==> src/rtl/cpu_pkg.sv <==
`default_nettype none
// ============================================================================
// Module      : cpu_pkg
// Description : Shared GPR geometry constants for the five-stage pipeline.
// Revision    : 1.0  initial release
// ============================================================================
package cpu_pkg;
   localparam int GPR_NREG = 32;   // architectural GPR count
   localparam int GPR_CNT_W = 2;   // pending-writer counter width
   localparam int GPR_AW = 5;      // GPR address width
   localparam int RA_REG = 1;      // bl link destination
endpackage
`default_nettype wire

==> src/rtl/sb_reg_counter.sv <==
`default_nettype none
// ============================================================================
// Module      : sb_reg_counter
// Description : Saturating up/down pending-writer counter for one GPR.
// Revision    : 1.0  initial release
// ============================================================================
module sb_reg_counter
   import cpu_pkg::*;
#(
   parameter int CNT_W = GPR_CNT_W
) (
   input  logic             clk,
   input  logic             reset,
   input  logic             inc,
   input  logic             dec,
   input  logic             clr,
   output logic [CNT_W-1:0] cnt,
   output logic             sat_err
);

   localparam logic [CNT_W-1:0] C_MAX = {CNT_W{1'b1}};

   // An issue into a full counter is only an error when it is not cancelled
   // by a flush and not balanced by a same-cycle retire.
   assign sat_err = inc & ~dec & ~clr & (cnt == C_MAX);

   always_ff @(posedge clk) begin
      if (reset) begin
         cnt <= '0;
      end else if (clr) begin
         cnt <= '0;
      end else if (inc && !dec && (cnt != C_MAX)) begin
         cnt <= cnt + 1'b1;
      end else if (dec && !inc && (cnt != '0)) begin
         cnt <= cnt - 1'b1;
      end
   end

endmodule
`default_nettype wire

==> src/rtl/hazard_scoreboard.sv <==
`default_nettype none
// ============================================================================
// Module      : hazard_scoreboard
// Description : Per-GPR pending-write scoreboard and decode stall controller.
// Revision    : 1.0  initial release
// ============================================================================
module hazard_scoreboard
   import cpu_pkg::*;
#(
   parameter int NREG   = GPR_NREG,
   parameter int CNT_W  = GPR_CNT_W,
   parameter int STAT_W = 32
) (
   input  logic              clk,
   input  logic              reset,
   input  logic              id_valid,
   input  logic              rs1_used,
   input  logic [GPR_AW-1:0] rs1_addr,
   input  logic              rs2_used,
   input  logic [GPR_AW-1:0] rs2_addr,
   input  logic              issue_fire,
   input  logic              issue_we,
   input  logic [GPR_AW-1:0] issue_dest,
   input  logic              retire_fire,
   input  logic [GPR_AW-1:0] retire_dest,
   input  logic              flush,
   output logic              stall,
   output logic [NREG-1:0]   busy_mask,
   output logic              overflow,
   output logic [STAT_W-1:0] stall_cycles
);

   logic [NREG-1:0] sat_vec;
   logic            rs1_busy;
   logic            rs2_busy;

   assign busy_mask[0] = 1'b0;
   assign sat_vec[0]   = 1'b0;

   // r0 is hard-wired zero, so only registers 1..NREG-1 get a counter.
   generate
      for (genvar i = 1; i < NREG; i++) begin : g_reg
         logic [CNT_W-1:0] cnt;
         logic             inc;
         logic             dec;

         assign inc = issue_fire & issue_we & (issue_dest == GPR_AW'(i));
         assign dec = retire_fire & (retire_dest == GPR_AW'(i));

         sb_reg_counter #(
            .CNT_W (CNT_W)
         ) u_cnt (
            .clk     (clk),
            .reset   (reset),
            .inc     (inc),
            .dec     (dec),
            .clr     (flush),
            .cnt     (cnt),
            .sat_err (sat_vec[i])
         );

         assign busy_mask[i] = |cnt;
      end
   endgenerate

   // busy_mask[0] is constant zero, so reading r0 never stalls.
   assign rs1_busy = rs1_used & busy_mask[rs1_addr];
   assign rs2_busy = rs2_used & busy_mask[rs2_addr];
   assign stall    = id_valid & (rs1_busy | rs2_busy);

   always_ff @(posedge clk) begin
      if (reset) begin
         overflow     <= 1'b0;
         stall_cycles <= '0;
      end else begin
         if (|sat_vec) begin
            overflow <= 1'b1;
         end
         if (stall) begin
            stall_cycles <= stall_cycles + 1'b1;
         end
      end
   end

endmodule
`default_nettype wire

==> config.mk <==
export PLATFORM = sky130hd
export DESIGN_NAME = hazard_scoreboard
export DESIGN_NICKNAME = d
export VERILOG_FILES = /design/src/rtl/cpu_pkg.sv /design/src/rtl/sb_reg_counter.sv /design/src/rtl/hazard_scoreboard.sv
export SDC_FILE = /design/constraint.sdc
export NUM_CORES = 1
export LEC_CHECK = 0
export BUFFER_PORTS_ARGS = -buffer_cell sky130_fd_sc_hd__buf_2
export CAP_MARGIN = 0
export CORE_AREA = 2 2 176 109
export CTS_CLUSTER_DIAMETER = 200
export CTS_CLUSTER_SIZE = 16
export DETAILED_ROUTE_END_ITERATION = 8
export DIE_AREA = 0 0 178 111
export MAX_ROUTING_LAYER = met4
export PLACE_DENSITY = 0.56
export SKIP_LAST_GASP = 1
export SLEW_MARGIN = 20
export SYNTH_ARGS = -nofsm -noshare
export SYNTH_HDL_FRONTEND = slang
export SYNTH_SLANG_ARGS = --single-unit
==> constraint.sdc <==
create_clock -name clk -period 3.38 [get_ports clk]
set_input_delay 0.169 -clock clk [delete_from_list [all_inputs] [get_ports clk]]
set_output_delay 0.169 -clock clk [all_outputs]
set_load 0.02 [all_outputs]
==> metrics list <==
- The repair_antennas step left the layout with diodes totalling 0.
- Vias in the first global route: about 5,500
- Async set-reset flop share out of synthesis: 0
* Final count of negative-setup-slack endpoints: 0
* Starting Density: 0.340
- Clock-pin slew was measured on the worst setup and hold paths at ~0.080 ns.
- Number of sinks on the clock net: between 90 and 100
- Core area: ~18,000 um^2
- In the final routed layout, each cell accounts on average for 17.6 um.
- Synth unique cells: between 70 and 80
- Derived from the worst setup path, the maximum achievable clock frequency is 0.318 GHz.
* Pre-Repair DR Iteration Count: 5
* Number of buffers inserted by port buffering: 93
- The library cell used most frequently in the layout, excluding fill and tap cells, is a21oi_1.
- The number of hold violations in the final report was 0.
* Max H-tree Level: 3
- After detailed routing, the number of remaining DRC violations is 0.
- In the layout the commonest cells are a21oi_1, dfxtp_1, buf_2.
- For this run, the total global-route usage over all layers was measured as 0.220.
- Of the post-synthesis cell area, the dominant cell type holds 0.304.
* Max-slew violation count: 0
- Synthesis Warnings: 0
- Area growth from synthesis to final layout: 15.9%
* Kind of end point of the critical path: primary output
- In this run the vertical extent of the chip is 111 um.
- The flow ran to the end, and the final reports show no timing, DRC or antenna violations.
- Dividing total power by cell area gives a power density of between 300 and 400 nW/um^2.
- Buffer levels on the longest clock path: 2
* Max-cap violations: 0
* CTS Root Buffer Type: clkbuf_16
* Routed wire length: between 20 and 25 mm
- Per-instance average area after synthesis: ~7.2 um^2
- Site Rows: 39
* Ranking of synthesized cells by area: dfxtp_1, a21oi_1, o21ai_0
* Crit path time final: 3.14 ns
- The worst hold path belongs to the class in -> reg.
- Setup repair after global routing left no endpoint under its margin.
- I/O pin total: 95
- CTS buffer count: 9
- Timing analysis after detailed placement gives a worst setup slack of between 0.3 and 0.4 ns.
* Cell count after synthesis: slightly below 900
- Floorplan die width: about 180 um
- Number of violations reported at the end of detailed-routing iteration 0: 632
* Arrival time of the worst setup path: 2.97 ns
* Total Power Consumption: 2.44 mW
- After legalization and detailed placement, the total HPWL measured 16.5 mm.
- Hold is met by about 0.14 ns.
* Maximum vdd drop: 204 uV
- Routability congestion estimate from global placement: about 0.90
* Register bit total from synthesis: 95
* Pin slew with the least headroom to its limit: about 1.0 ns
- In the final timing run, aggregate negative setup slack is 0 ns.
- LEAKAGE: approximately 2.8 nW
- Post-CTS timing repair inserted 0 buffers for setup.
- The share of the Yosys chip area taken by registers is 0.304.
- STA puts the critical path data required time at 3.21 ns.
- After synthesis the cells add up to between 6000 and 7000 um^2.
* Net count after synthesis: roughly 900
- Number of enable-type register cells in the synthesized netlist: 0
* Maximum fanout along the worst path: 11
- Sum of overflow across all layers after global routing: 0
- TritonCTS built the clock tree.
* Net count, final: 977
- Startpoint types: flip-flop
- After detailed routing, the number of vias per cell comes to between 5 and 6.
- Clock latency on the worst-skew pair, taken at its later pin, is ~0.36 ns.
- Cell type contributing the most total cell area after synthesis: dfxtp_1
- Setup slack on the critical path of the routed design comes to 0.240 ns.
* Fin crit share: 0.929
- The first global-routing pass estimated 32.4 mm of wire.
- The critical path is of the reg -> out type.
- The routed layout has about 6,600 vias.
* CTS Hold Buffers Added: 0
* Most used DFF post-synth: dfxtp_1
* Layout cells sized above 1: 0.190
* Initial antenna violation count: 0
- The floorplan step defined a die boundary enclosing roughly 20,000 um^2.
- The detail route stage leaves a number of antenna-violating nets equal to 0.
* Post-route clock skew: between 0.01 and 0.015 ns
- Slew Limit Headroom: 0.318
- Entering global routing, the biggest net connects 64 pins.
* Cts repair resizes: 0
[metal layers]
metal / track usage / up-vias / share of wire / wire length [um]
met5: - / - / 0 / 0
met4: 0.0393 / 0 / 0.011 / 234
met3: 0.0809 / 14 / 0.12 / 2510
met2: 0.264 / 284 / 0.36 / 7570
met1: 0.340 / 2979 / 0.51 / 10700
li1: - / 3346 / - / -
[cells by family (layout without fill, tap and decap cells)]
kind of cell	Yosys count	count (layout)	share of synthesized area
flip-flops	95	95	0.304
XOR/XNOR	7	7	0.00981
other	1	1	0.000600
buffers and inverters	70	153	0.0479
AO/OA/AOI/OAI	265	265	0.253
AND/OR/NAND/NOR	414	414	0.341
multiplexers	16	16	0.0410
adder cells (fa/ha/maj)	1	1	0.00200
[where the power goes]
| part | leakage [nW] | internal, mW | switching, mW |
|---|---|---|---|
| combinational | 1.85 | 0.0609 | 0.147 |
| clock | 0.157 | 0.608 | 0.501 |
| sequential | 0.765 | 1.12 | 0.00343 |
| total | 2.77 | 1.79 | 0.652 |
[layout make-up]
class	instances	area, um^2
clock buffer	10	239
clock inverter	6	75.1
fill	1961	11200
inverter	35	131
multi-input combinational	704	4050
sequential	95	1900
tap	246	308
timing repair buffer	102	533
[stage by stage]
step           std cells  instance area, um^2   util
6_report            1198                 7240  0.394
3_5_place_dp        1182                 6930  0.377
5_1_grt             1198                 7240  0.394
3_3_place_gp        1182                 6930  0.377
2_1_floorplan        869                 6250      -
4_1_cts             1198                 7240  0.394
[registers in the layout, summed over array words and instances (netlist names)]
name          count
g.u_cnt.cnt      62
overflow          1
stall_cycles     32
[critical path, stage by stage (launching register included)]
cell and delay [ns]:
dfxtp_1 0.34, or2_1 0.33, mux4_2 0.49, a211oi_1 0.35, a31oi_1 0.10, a211o_1 0.52, o21ai_2 0.27, inv_1 0.06
buf_2 0.15
[cells in the mapped netlist (3+ instances only)]
| cell type | count |
|---|---|
| a2111oi_0 | 5 |
| a211oi_1 | 9 |
| a21o_1 | 4 |
| a21oi_1 | 96 |
| a311oi_1 | 3 |
| a31oi_1 | 16 |
| and2_1 | 11 |
| and3_1 | 11 |
| buf_2 | 8 |
| buf_6 | 3 |
| clkbuf_1 | 21 |
| dfxtp_1 | 95 |
| inv_1 | 33 |
| mux2_2 | 6 |
| mux4_2 | 7 |
| nand2_1 | 89 |
| nand2b_1 | 12 |
| nand3_1 | 54 |
| nand3b_1 | 4 |
| nand4_1 | 6 |
| nor2_1 | 89 |
| nor2b_1 | 9 |
| nor3_1 | 30 |
| nor4_1 | 3 |
| o211ai_1 | 6 |
| o21ai_0 | 77 |
| o21ai_1 | 9 |
| o21bai_1 | 3 |
| o31ai_1 | 8 |
| or2_1 | 7 |
| or2_2 | 30 |
| or3_1 | 23 |
| or4_1 | 18 |
| xnor2_1 | 5 |
[path summary, 6_finish.rpt]
kind	cells past startpoint	end	startpoint	slack, ns
min reg2reg	1	overflow	overflow	0.47
max	8	stall	g_reg[14].u_cnt.cnt[0]	0.24
min	3	stall_cycles[1]	id_valid	0.14
max reg2reg	9	stall_cycles[25]	g_reg[3].u_cnt.cnt[0]	0.28
(Power assumes the default switching activity.)
